## config.mk

```make
export PLATFORM = sky130hd
export DESIGN_NAME = mem_port_arbiter
export DESIGN_NICKNAME = d
export VERILOG_FILES = /design/src/rtl/mem_port_arbiter.sv
export SDC_FILE = /design/constraint.sdc
export NUM_CORES = 1
export LEC_CHECK = 0
export BUFFER_PORTS_ARGS = -buffer_cell sky130_fd_sc_hd__buf_2
export CAP_MARGIN = 20
export CORE_AREA = 5 5 100 102
export CTS_BUF_LIST = sky130_fd_sc_hd__clkbuf_2 sky130_fd_sc_hd__clkbuf_4 sky130_fd_sc_hd__clkbuf_8
export CTS_CLUSTER_SIZE = 25
export DETAILED_ROUTE_END_ITERATION = 10
export DIE_AREA = 0 0 105 107
export GPL_ROUTABILITY_DRIVEN = 0
export PLACE_DENSITY = 0.57
export SLEW_MARGIN = 20
export SYNTH_ARGS = -nofsm -noshare
export SYNTH_HDL_FRONTEND = slang
export SYNTH_SLANG_ARGS = --single-unit
```

## constraint.sdc

```tcl
create_clock -name clk -period 1.45 [get_ports clk]
set_input_delay 0.29 -clock clk [delete_from_list [all_inputs] [get_ports clk]]
set_output_delay 0.29 -clock clk [all_outputs]
set_load 0.02 [all_outputs]
```

## src/rtl/mem_port_arbiter.sv

```systemverilog
// rtl/mem_port_arbiter.sv - single memory port arbiter between fetch and data requesters
module mem_port_arbiter #(
    parameter int ADDR_W     = 32,
    parameter int DATA_W     = 32,
    parameter int STARVE_MAX = 4
) (
    input  logic              clk,
    input  logic              rst_n,
    input  logic              if_req,
    input  logic [ADDR_W-1:0] if_addr,
    output logic              if_gnt,
    output logic              if_rvalid,
    output logic [DATA_W-1:0] if_rdata,
    input  logic              d_req,
    input  logic              d_we,
    input  logic [ADDR_W-1:0] d_addr,
    input  logic [DATA_W-1:0] d_wdata,
    output logic              d_gnt,
    output logic              d_rvalid,
    output logic [DATA_W-1:0] d_rdata,
    output logic [ADDR_W-1:0] mem_addr,
    output logic              mem_we,
    output logic [DATA_W-1:0] mem_wdata,
    input  logic [DATA_W-1:0] mem_rdata
);

    typedef enum logic [1:0] {
        OWN_NONE = 2'd0,
        OWN_IF   = 2'd1,
        OWN_D    = 2'd2
    } own_t;

    localparam logic [3:0] STARVE_TH = 4'(STARVE_MAX);

    own_t       rsp_own;
    own_t       rsp_own_nxt;
    logic [3:0] starve_cnt;

    // Data has priority unless fetch has been denied long enough.
    always_comb begin
        if_gnt = 1'b0;
        d_gnt  = 1'b0;
        if (rst_n) begin
            if (if_req && (starve_cnt >= STARVE_TH)) begin
                if_gnt = 1'b1;
            end else if (d_req) begin
                d_gnt = 1'b1;
            end else if (if_req) begin
                if_gnt = 1'b1;
            end
        end
    end

    always_comb begin
        mem_addr  = '0;
        mem_we    = 1'b0;
        mem_wdata = '0;
        if (if_gnt) begin
            mem_addr = if_addr;
        end else if (d_gnt) begin
            mem_addr  = d_addr;
            mem_we    = d_we;
            mem_wdata = d_wdata;
        end
    end

    always_ff @(posedge clk or negedge rst_n) begin
        if (!rst_n) begin
            starve_cnt <= 4'd0;
        end else if (if_gnt || !if_req) begin
            starve_cnt <= 4'd0;
        end else if (starve_cnt != 4'hF) begin
            starve_cnt <= starve_cnt + 4'd1;
        end
    end

    // Response owner: remembers which requester the read data on the next cycle belongs to.
    always_ff @(posedge clk or negedge rst_n) begin
        if (!rst_n) begin
            rsp_own <= OWN_NONE;
        end else begin
            rsp_own <= rsp_own_nxt;
        end
    end

    always_comb begin
        rsp_own_nxt = OWN_NONE;
        if (if_gnt) begin
            rsp_own_nxt = OWN_IF;
        end else if (d_gnt && !d_we) begin
            rsp_own_nxt = OWN_D;
        end
    end

    always_comb begin
        if_rvalid = (rsp_own == OWN_IF);
        d_rvalid  = (rsp_own == OWN_D);
        if_rdata  = mem_rdata;
        d_rdata   = mem_rdata;
    end

endmodule
```

======== Yosys cells after proc, flatten, opt, wreduce, memory -nomap -nowiden ========
Index checks and enable logic that the tools add are counted.
operators by class
  add/subtract/negate cells ............... 1
  $lt $le $gt $ge ......................... 1
  equal/unequal tests ..................... 3
  mux-type cells .......................... 17
  reduce and logical (&&, ||, !) cells .... 6
operator list
  cell                 count
  $mux 32              4
  $mux 1               9
  $mux 4               2
  $add 4x1->4 const B  1
  $ge 4x3->1 const B   1
  $mux 2               2
  $ne 4x4->1 const B   1
  $eq 2x1->1 const B   1
  $eq 2x2->1 const B   1
  $logic_and 1x1->1    2
  $logic_not 1->1      2
  $reduce_bool 2->1    1
  $logic_or 1x1->1     1
word-level totals
  bits in registers ....................... 6
  input port bits ......................... 133
  output and inout port bits .............. 133
  logic and storage cells ................. 30

======== Logic depth before layout (Yosys ltp) ========
Gate-level depths: netlist (run 1).
  word-level depth ........................ 7
  depth in mapped cells ................... 5
  depth with buffers taken out ............ 4

======== Worst setup path after synthesis (run 1) ========
OpenSTA, ideal clock, no wires.
  path type ............................... reg2out
  start ................................... register starve_cnt[2]
  end ..................................... output mem_addr[22]
  arrival ................................. 1,242 ps
  required time ........................... 1,160 ps
  slack ................................... -82 ps
  cell stages (with the launch flop) ...... 5
  buffers on the path ..................... 1
  path through ............................ dfrtp_1 -> nor3b_2 -> nor2_2 -> buf_2 -> a22o_1
between the ends
  elaborated cells between the ends (all ways) .. 8
  classes of those cells .................. order compare (1); mux (6); reduce/logical (1)
RTL lines
  what                    RTL line  text
  from (decl)             37        logic [3:0] starve_cnt;
  from (signal assigned)  73        starve_cnt <= starve_cnt + 4'd1;
  $ge 4x3->1              44        if (if_req && (starve_cnt >= STARVE_TH)) begin
  $logic_and 1x1->1       44
  $mux 1                  44
  $mux 1                  43        if (rst_n) begin
  via if_gnt              11        output logic if_gnt,
  $mux 32                 58        if (if_gnt) begin
  to (decl)               21        output logic [ADDR_W-1:0] mem_addr,
The timed path passes the listed nets, and every way through them passes these cells.

======== Worst setup path after layout (run 1) ========
  start ................................... register starve_cnt[3]
  end ..................................... output mem_addr[1]
between the ends
  word-level cells in the longest chain between the ends .. 6
  elaborated cells between the ends (all ways) .. 8
  classes of those cells .................. order compare (1); mux (6); reduce/logical (1)
ends and longest elaborated chain
  what                   RTL line  text
  $ge 4x3->1 (*)         44
  $logic_and 1x1->1 (*)  44
  $mux 1                 44
  $mux 1                 43
  $mux 32                60        end else if (d_gnt) begin
  $mux 32 (*)            58
Every way passes the cells marked *; elsewhere a longest branch is shown, timed or not.

==> metrics.md, run 1 <==
| Metric | Value |
|---|---|
| Die height | `107 um` |
| CP Capture Type | `output port` |
| Remaining DRCs | `0` |
| Yosys reg bits | `6` |
| Worst Slack Setup Final | `-510 ps` |
| Num CTS Buffers | `3` |
| CTS tree | `done` |
| Worst-Skew Late Latency | `220 ps` |
| RR Endpoint | `starve_cnt[3]$_DFFE_PN0P_` |
| Final Slew Violations | `0` |
| Ports | `266` |
| Final setup violation count | `67` |
| DR iter-0 viols | `40` |
| Initial antenna violation count | `0` |
| Largest net degree at the start of global routing | `26` |
| Post-synth EDFFs | `0` |
| Ant. Diodes | `0` |
| Hold path depth | `2` |
| Drt pass-1 iters | `4` |
| Critical path type | `register to output port` |
| Drt total wl | `6.68 mm` |
| Hpwl dp | `4.74 mm` |
| Min cycle time layout | `1960 ps` |
| Layout fillers | `925` |
| Reg2reg path depth | `5` |
| Multi-input logic area | `996 um^2` |
| Floorplan row count | `35` |
| Clock root cell | `clkbuf_8` |
| Layout cells sized above 1 | `89.5%` |
| Initial Util | `14.9%` |
| Yosys top cell area share | `35.9%` |
| Nets@finish | `432` |
| # clock sinks | `6` |
| Sequential area share after synthesis | `11.2%` |
| Hold crit path type | `input port to register` |
| Power Dens Cells | `439 nW/um^2` |
| Total power | `1.35 mW` |
| Sequential cell area | `150 um^2` |
| Status | `complete, but fails checks` |
| Global-route wire length before repair | `9.25 mm` |
| Pleak | `1.63 nW` |
| Post-Synthesis Cells | `169` |
| Async SR Flop Fraction | `100%` |
| Vias/cell | `4.06` |
| Post-synth top cells | `buf_4, and2_1, a22o_1` |
| Max Cap Violations | `0` |
| Synth area leader | `buf_4` |
| Slew HR | `66.9%` |
| Post-Syn Area per Cell | `7.93 um^2` |
| Failing checks | `setup timing` |
| Hold_sp | `d_we` |
| Mapped cell area | `1340 um^2` |
| Syn-to-layout area delta | `130%` |
| Post-route insts no fill | `407` |
| Port Buffer Count | `169` |
| CTS Buffer Depth | `2` |
| Clk_skew | `4.58 ps` |
| GRT Overall Usage | `10.3%` |
| CP Data Arrival Time | `1670 ps` |
| Worst-path clk slew | `40 ps` |
| F_max | `0.510 GHz` |
| Worst R2R Setup Slack | `80 ps` |
| Vias in the first global route | `1781` |
| Global route total overflow | `0` |
| Synth Net Count | `303` |
| CTS HTree Levels | `1` |
| RSZ-0062 raised after global routing | `yes` |
| Hold slack | `251 ps` |
| CP Launch Point | `starve_cnt[3]$_DFFE_PN0P_` |
| Fin. Hold Viols | `0` |
| Worst VDD drop | `0.000408 V` |
| Top-count cell post-synth | `buf_4` |
| Wirelength per Cell | `16.4 um` |
| Vias | `1651` |
| Final Cell Area | `3080 um^2` |
| Reg2reg start | `starve_cnt[3]$_DFFE_PN0P_` |
| Synth top area cells | `buf_4, a22o_1, and2_1` |
| Die Span X | `105 um` |
| Final ANT Viol Nets | `0` |
| CP required | `1160 ps` |
| Placed Instances | `382` |
| Cell variety after synth | `23` |
| Final Cycle Share | `135%` |
| Core Footprint | `9020 um^2` |
| Worst-Margin Slew | `492 ps` |
| Worst Hold Path EP | `rsp_own[1]$_DFF_PN0_` |
| Synth Warn # | `0` |
| Critical Path Start Type | `register` |
| Die area | `11200 um^2` |
| Peak fanout along the critical path | `17` |
| Post-placement cell area | `2170 um^2` |
| Top_reg_cell synth | `dfrtp_1` |
==> metal layers <==
layer / wire length, um / GRT usage (%) / up-vias
met5: 0 / 0 / -
met4: 97 / 2.28 / 0
met3: 724 / 4.27 / 17
met2: 3560 / 19.3 / 136
met1: 2300 / 10.6 / 729
li1: - / - / 769
==> where the power goes <==
group	switching [mW]	leakage, nW	internal (mW)	total [mW]
registers	0.00690	0.0810	0.176	0.183
clock network	0.0679	0.0216	0.178	0.246
logic	0.385	1.53	0.538	0.923
==> critical path, stage by stage (launching register included) <==
cell and delay [ps]:
dfrtp_1 400, buf_6 130, nor3b_4 170, buf_6 150, nor2_4 40, buf_12 160, a22o_1 260, buf_6 140
==> state kept, by name, indices dropped and copies added, names as in the netlist <==
signal and count:
starve_cnt 4, rsp_own 2
==> cell usage in the layout, fill, tap and decap left out, types with 3 or more instances in the layout <==
| cell type | n |
|---|---|
| clkbuf_16 | 4 |
| buf_8 | 3 |
| buf_16 | 3 |
| nor2_1 | 4 |
| buf_6 | 72 |
| clkbuf_8 | 3 |
| buf_2 | 102 |
| dfrtp_1 | 6 |
| a22o_4 | 29 |
| a22o_1 | 3 |
| nor2b_1 | 3 |
| buf_4 | 3 |
| buf_12 | 8 |
| and2_4 | 33 |
==> stage by stage <==
| step | util, % | setup slack (ps) | setup TNS [ps] |
|---|---|---|---|
| floorplan | - | -31.2 | -873 |
| global placement | 24.0 | -736 | -31790 |
| detailed placement | 24.0 | -792 | -32970 |
| CTS | 32.2 | -508 | -32100 |
| global route | 34.2 | -557 | -35370 |
| finish | 34.2 | -510 | -31690 |
==> worst max-delay path by stage <==
stage | to | cells past startpoint
2_1_floorplan | mem_wdata[22] | 5
3_3_place_gp | mem_addr[0] | 5
3_5_place_dp | mem_addr[1] | 5
4_1_cts | mem_addr[1] | 7
5_1_grt | mem_addr[1] | 7
6_report | mem_addr[1] | 7
==> what timing repair did <==
item                       4_1_cts  5_1_grt
hold endpoints to repair         6        3
resized for setup              146       35
setup endpoints to repair       68       69
setup buffers                   10        2
pin swaps                       24       42
gates cloned                     5        4
==> final cells by class <==
cell class | instances | share of cell area [%]
inverter | 1 | 0.122
clock buffer | 3 | 1.34
multi-input combinational | 89 | 32.3
timing repair buffer | 197 | 56.8
tap | 111 | 4.51
sequential | 6 | 4.87
==> logic make-up (layout without fill, tap and decap cells) <==
logic type | Yosys count | after routing | synth area share [%]
AOI/OAI and AO/OA | 35 | 35 | 22.1
xor gates and xnor gates | 1 | 1 | 0.654
adders and majority gates | 1 | 1 | 0.934
buffers and inverters | 75 | 201 | 41.5
DFF | 6 | 6 | 11.2
muxes | 1 | 1 | 0.747
and+or+nand+nor | 50 | 51 | 22.8
No activity file was read; power rests on OpenSTA's default activity.
==> inputs of run 2 (changes only) <==
MAX_ROUTING_LAYER = met4   (was default)
RECOVER_POWER = 50   (was default)
==> run 2 against run 1 <==
Against the previous run: critical path type unchanged; die area is the same; the run still ends with setup timing left; routed wire length is essentially flat; combinational power about the same; critical endpoint unchanged; first-iteration DRC count is 2.5% lower; sequential share of layout area unchanged.
==> metrics.md, run 2 (synthesis results as in run 1) <==
| Metric | Value |
|---|---|
| Fin. Hold Viols | `0` |
| GRT Overall Usage | `10.6%` |
| Failing checks | `setup timing` |
| Ports | `266` |
| Worst-Margin Slew | `492 ps` |
| Most common cell after layout, fill and taps aside | `buf_2` |
| Clk_skew | `4.55 ps` |
| Max FFs per register | `4` |
| Final setup violation count | `67` |
| F_max | `0.510 GHz` |
| Final Cycle Share | `135%` |
| Power Dens Cells | `439 nW/um^2` |
| CTS HTree Levels | `1` |
| Min cycle time layout | `1960 ps` |
| Port Buffer Count | `169` |
| CP bufs+invs | `4` |
| Global-route wire length before repair | `9.25 mm` |
| Worst-path clk slew | `40 ps` |
| Remaining DRCs | `0` |
| Crit path top cell by count | `buf_6` |
| Pleak | `1.63 nW` |
| Worst-Skew Late Latency | `220 ps` |
| RSZ-0062 raised after global routing | `yes` |
| Vias | `1661` |
| Max Cap Violations | `0` |
| Core Footprint | `9020 um^2` |
| DR iter-0 viols | `39` |
| CTS tree | `done` |
| Initial Util | `14.9%` |
| Largest regs | `starve_cnt: 4 flops, rsp_own: 2 flops` |
| Vias/cell | `4.08` |
| Drt total wl | `6.68 mm` |
| Critical Path Start Type | `register` |
| CTS Buffer Depth | `2` |
| CP top delay family | `buffers and inverters` |
| Final core utilization | `34.2%` |
| Ant. Diodes | `0` |
| Worst Slack Setup Final | `-512 ps` |
| Worst VDD drop | `0.000408 V` |
| Post-route insts no fill | `407` |
| Syn-to-layout area delta | `130%` |
| CP max stage delay | `400 ps` |
| Initial antenna violation count | `0` |
| Floorplan row count | `35` |
| Status | `complete, but fails checks` |
| CP Cell Sequence | `buf_6, nor3b_4, buf_6, nor2_4, buf_12, a22o_1, buf_6` |
| Largest net degree at the start of global routing | `26` |
| Hold slack | `249 ps` |
| Layout fillers | `925` |
| Setup_tns | `-31710 ps` |
| Drt pass-1 iters | `4` |
| # clock sinks | `6` |
| Wirelength per Cell | `16.4 um` |
| Layout cells sized above 1 | `89.5%` |
| Hpwl dp | `4.74 mm` |
| CP Capture Type | `output port` |
| CP Data Arrival Time | `1670 ps` |
| Slew HR | `66.9%` |
| Num CTS Buffers | `3` |
| Global route total overflow | `0` |
| Post-Place Worst Slack | `-792 ps` |
| Die area | `11200 um^2` |
| Clock root cell | `clkbuf_8` |
| Vias in the first global route | `1780` |
| Hold crit path type | `input port to register` |
| Most frequent cells in the layout | `buf_2, buf_6, and2_4, a22o_4, buf_12` |
| Placed Instances | `382` |
| Most flop-heavy register | `starve_cnt` |
| CP max-delay cell | `dfrtp_1` |
| Final Slew Violations | `0` |
| Critical path type | `register to output port` |
| Die height | `107 um` |
| Final ANT Viol Nets | `0` |
| CP required | `1160 ps` |
| Peak fanout along the critical path | `17` |
| Die Span X | `105 um` |
| Nets@finish | `432` |
## run 2: cell counts in the layout (fill, tap and decap cells not counted)
No cell type changed its count.
## run 2: worst register-to-register path, cell delays in order, from the launching register on
cell and delay (ps):
dfrtp_1 400, buf_6 130, nor3b_4 170, buf_6 150
o21ai_0 180, nor3_1 240
## run 2: per-stage QoR
| step | total power, mW | area, um^2 |
|---|---|---|
| floorplan | 0.800 | 1650 |
| global placement | 0.816 | 2170 |
| detailed placement | 0.822 | 2170 |
| CTS | 1.30 | 2900 |
| global route | 1.43 | 3080 |
| finish | 1.35 | 3080 |
## run 2: final cells by class
cell class,instances,area [um^2],area share [%]
clock buffer,3,41.3,1.34
multi-input combinational,89,996,32.3
tap,111,139,4.51
inverter,1,3.75,0.122
sequential,6,150,4.87
timing repair buffer,197,1750,56.8
## run 2: worst paths after layout
check,endpoint,slack [ps],cells after the start,start
setup / recovery,mem_addr[1],-510,7,starve_cnt[3]$_DFFE_PN0P_
hold / removal,rsp_own[1]$_DFF_PN0_,250,2,d_we
setup reg to reg,starve_cnt[3]$_DFFE_PN0P_,80,5,starve_cnt[3]$_DFFE_PN0P_
hold reg to reg,starve_cnt[1]$_DFFE_PN0P_,580,2,starve_cnt[1]$_DFFE_PN0P_
max in group asynchronous,rsp_own[1]$_DFF_PN0_,730,3,rst_n
min in group asynchronous,starve_cnt[2]$_DFFE_PN0P_,540,3,rst_n
## run 2: timing repair
| action | in CTS | in global routing |
|---|---|---|
| gates cloned | 5 | 4 |
| endpoints found under the hold margin | 6 | 3 |
| pin swaps | 24 | 42 |
| resized for setup | 146 | 35 |
| endpoints found under the setup margin | 68 | 69 |
| setup buffers | 10 | 2 |
## run 2: where the power goes
group / internal, mW / total, mW / switching, mW
registers: 0.176 / 0.183 / 0.00690
logic: 0.538 / 0.924 / 0.385
clock network: 0.178 / 0.246 / 0.0678
## run 2: layer usage
layer / share of wire, % / routed length [um] / vias to the layer above / global-route usage [%]
li1: - / - / 771 / -
met1: 36 / 2420 / 741 / 11.4
met2: 54 / 3580 / 132 / 19.3
met3: 8.7 / 579 / 17 / 2.95
met4: 1.5 / 97 / 0 / 2.28
met5: 0 / 0 / - / -
==> inputs of run 3 (changes only) <==
==> constraint.sdc (replaced) <==
create_clock -name clk -period 1.45 [get_ports clk]
set_input_delay 0.0725 -clock clk [delete_from_list [all_inputs] [get_ports clk]]
set_output_delay 0.0725 -clock clk [all_outputs]
set_load 0.02 [all_outputs]
==> run 3 against run 2 <==
Against the previous run: the flow still finishes with violations (setup timing); final cell count down 4.9%; clock power about the same; non-clock buffer count down 19; sequential power about the same; utilization down 9.0 points; critical path depth down 2; combinational power down 29%; setup slack better by 360 ps; critical path type unchanged; highest routed layer unchanged.
==> metrics.md, run 3 (synthesis results as in run 1) <==
| Metric | Value |
|---|---|
| Status | `complete, but fails checks` |
| Failing checks | `setup timing` |
| Max Cap Violations | `0` |
| CTS tree | `done` |
| Clock root cell | `clkbuf_8` |
| GRT Overall Usage | `9.28%` |
| Max FFs per register | `4` |
| Post-Place Worst Slack | `53.8 ps` |
| Ant. Diodes | `0` |
| Most common cell after layout, fill and taps aside | `buf_2` |
| CP Capture Type | `output port` |
| Wirelength per Cell | `14.7 um` |
| Worst-Margin Slew | `500 ps` |
| Final Cycle Share | `111%` |
| Placed Instances | `379` |
| Worst-path clk slew | `40 ps` |
| Hold crit path type | `input port to register` |
| Worst-Skew Late Latency | `220 ps` |
| Die height | `107 um` |
| CP required | `1380 ps` |
| Clk_skew | `3.38 ps` |
| Logic pwr share | `60.4%` |
| Initial antenna violation count | `0` |
| CTS HTree Levels | `1` |
| Drt pass-1 iters | `4` |
| Vias in the first global route | `1664` |
| Ports | `266` |
| Vias | `1556` |
| DR iter-0 viols | `54` |
| Final setup violation count | `66` |
| # clock sinks | `6` |
| Final Cell Area | `2270 um^2` |
| Critical path type | `register to output port` |
| RSZ-0062 raised after global routing | `yes` |
| Worst VDD drop | `0.000495 V` |
| Num CTS Buffers | `3` |
| Min cycle time layout | `1610 ps` |
| Int Power | `0.702 mW` |
| Slew HR | `66.3%` |
| Critical Path Start Type | `register` |
| Reg2reg path depth | `4` |
| Drt total wl | `5.70 mm` |
| Largest net degree at the start of global routing | `35` |
| Global-route wire length before repair | `8.20 mm` |
| Setup_tns | `-8020 ps` |
| Most flop-heavy register | `starve_cnt` |
| Nets@finish | `412` |
| Total power | `1.09 mW` |
| Switch Pwr | `0.387 mW` |
| Core Footprint | `9020 um^2` |
| Clk pwr share | `22.8%` |
| Hold slack | `14.3 ps` |
| Most frequent cells in the layout | `buf_2, buf_6, a22o_1, and2_1, buf_4` |
| CTS Buffer Depth | `2` |
| Post-placement cell area | `1840 um^2` |
| Largest regs | `starve_cnt: 4 flops, rsp_own: 2 flops` |
| Fin. Hold Viols | `0` |
| Power Dens Cells | `480 nW/um^2` |
| Syn-to-layout area delta | `69.5%` |
| Hold path depth | `2` |
| Remaining DRCs | `0` |
| Floorplan row count | `35` |
| Vias/cell | `4.02` |
| Peak fanout along the critical path | `34` |
| Die Span X | `105 um` |
| F_max | `0.623 GHz` |
| Final Slew Violations | `0` |
| Final ANT Viol Nets | `0` |
| Net Sw Frac | `35.5%` |
| Reg power frac | `16.8%` |
| Final core utilization | `25.2%` |
| Global route total overflow | `0` |
| Initial Util | `14.9%` |
| Post-route insts no fill | `387` |
| Pleak | `1.24 nW` |
| Port Buffer Count | `169` |
| CP Data Arrival Time | `1530 ps` |
| Layout cells sized above 1 | `68.1%` |
| Hpwl dp | `4.39 mm` |
| Worst Slack Setup Final | `-155 ps` |
| Die area | `11200 um^2` |
## run 3: worst max-delay path, cell delays in order (launching register included)
cell     delay (ps)
dfrtp_2         420
nor3b_4         220
nor2_2           80
buf_12          160
a22o_1          250
buf_2           160
## run 3: worst paths after layout
| kind | from | end | slack (ps) |
|---|---|---|---|
| max | starve_cnt[3]$_DFFE_PN0P_ | mem_addr[21] | -160 |
| min | d_we | rsp_own[1]$_DFF_PN0_ | 10 |
| max reg2reg | starve_cnt[3]$_DFFE_PN0P_ | starve_cnt[3]$_DFFE_PN0P_ | 180 |
| min reg2reg | starve_cnt[1]$_DFFE_PN0P_ | starve_cnt[1]$_DFFE_PN0P_ | 600 |
| max in group asynchronous | rst_n | starve_cnt[3]$_DFFE_PN0P_ | 910 |
| min in group asynchronous | rst_n | starve_cnt[0]$_DFFE_PN0P_ | 300 |
## run 3: power by group through the flow
| stage | Sequential [mW] | Clock (mW) | Combinational (mW) |
|---|---|---|---|
| 2_1_floorplan | 0.184 | 0 | 0.534 |
| 3_3_place_gp | 0.184 | 0 | 0.530 |
| 3_5_place_dp | 0.185 | 0 | 0.532 |
| 4_1_cts | 0.183 | 0.256 | 0.658 |
| 5_1_grt | 0.184 | 0.267 | 0.706 |
| 6_report | 0.183 | 0.248 | 0.658 |
## run 3: layer usage
metal  GRT usage, %  routed length [um]  part of all wire [%]  vias to the layer above
met1           7.94                1700                    30                      680
met4           2.83                 118                   2.1                        0
met2           18.0                3110                    55                      138
li1               -                   -                     -                      725
met3           4.09                 769                    13                       13
met5              -                   0                     0                        -
## run 3: area by class of cell
cell class | count | area, um^2
Multi-Input combinational cell | 88 | 649
Fill cell | 986 | 6750
Clock buffer | 3 | 41.3
Timing Repair Buffer | 178 | 1290
Inverter | 1 | 3.75
Sequential cell | 6 | 151
Tap cell | 111 | 139
## run 3: repair_timing
item / in CTS / in global routing
setup buffers: 4 / 0
pin swaps: 1 / 8
gates cloned: 2 / 0
endpoints found under the setup margin: 66 / 66
hold buffers: 1 / 0
resized for setup: 95 / 21
endpoints found under the hold margin: 6 / 0
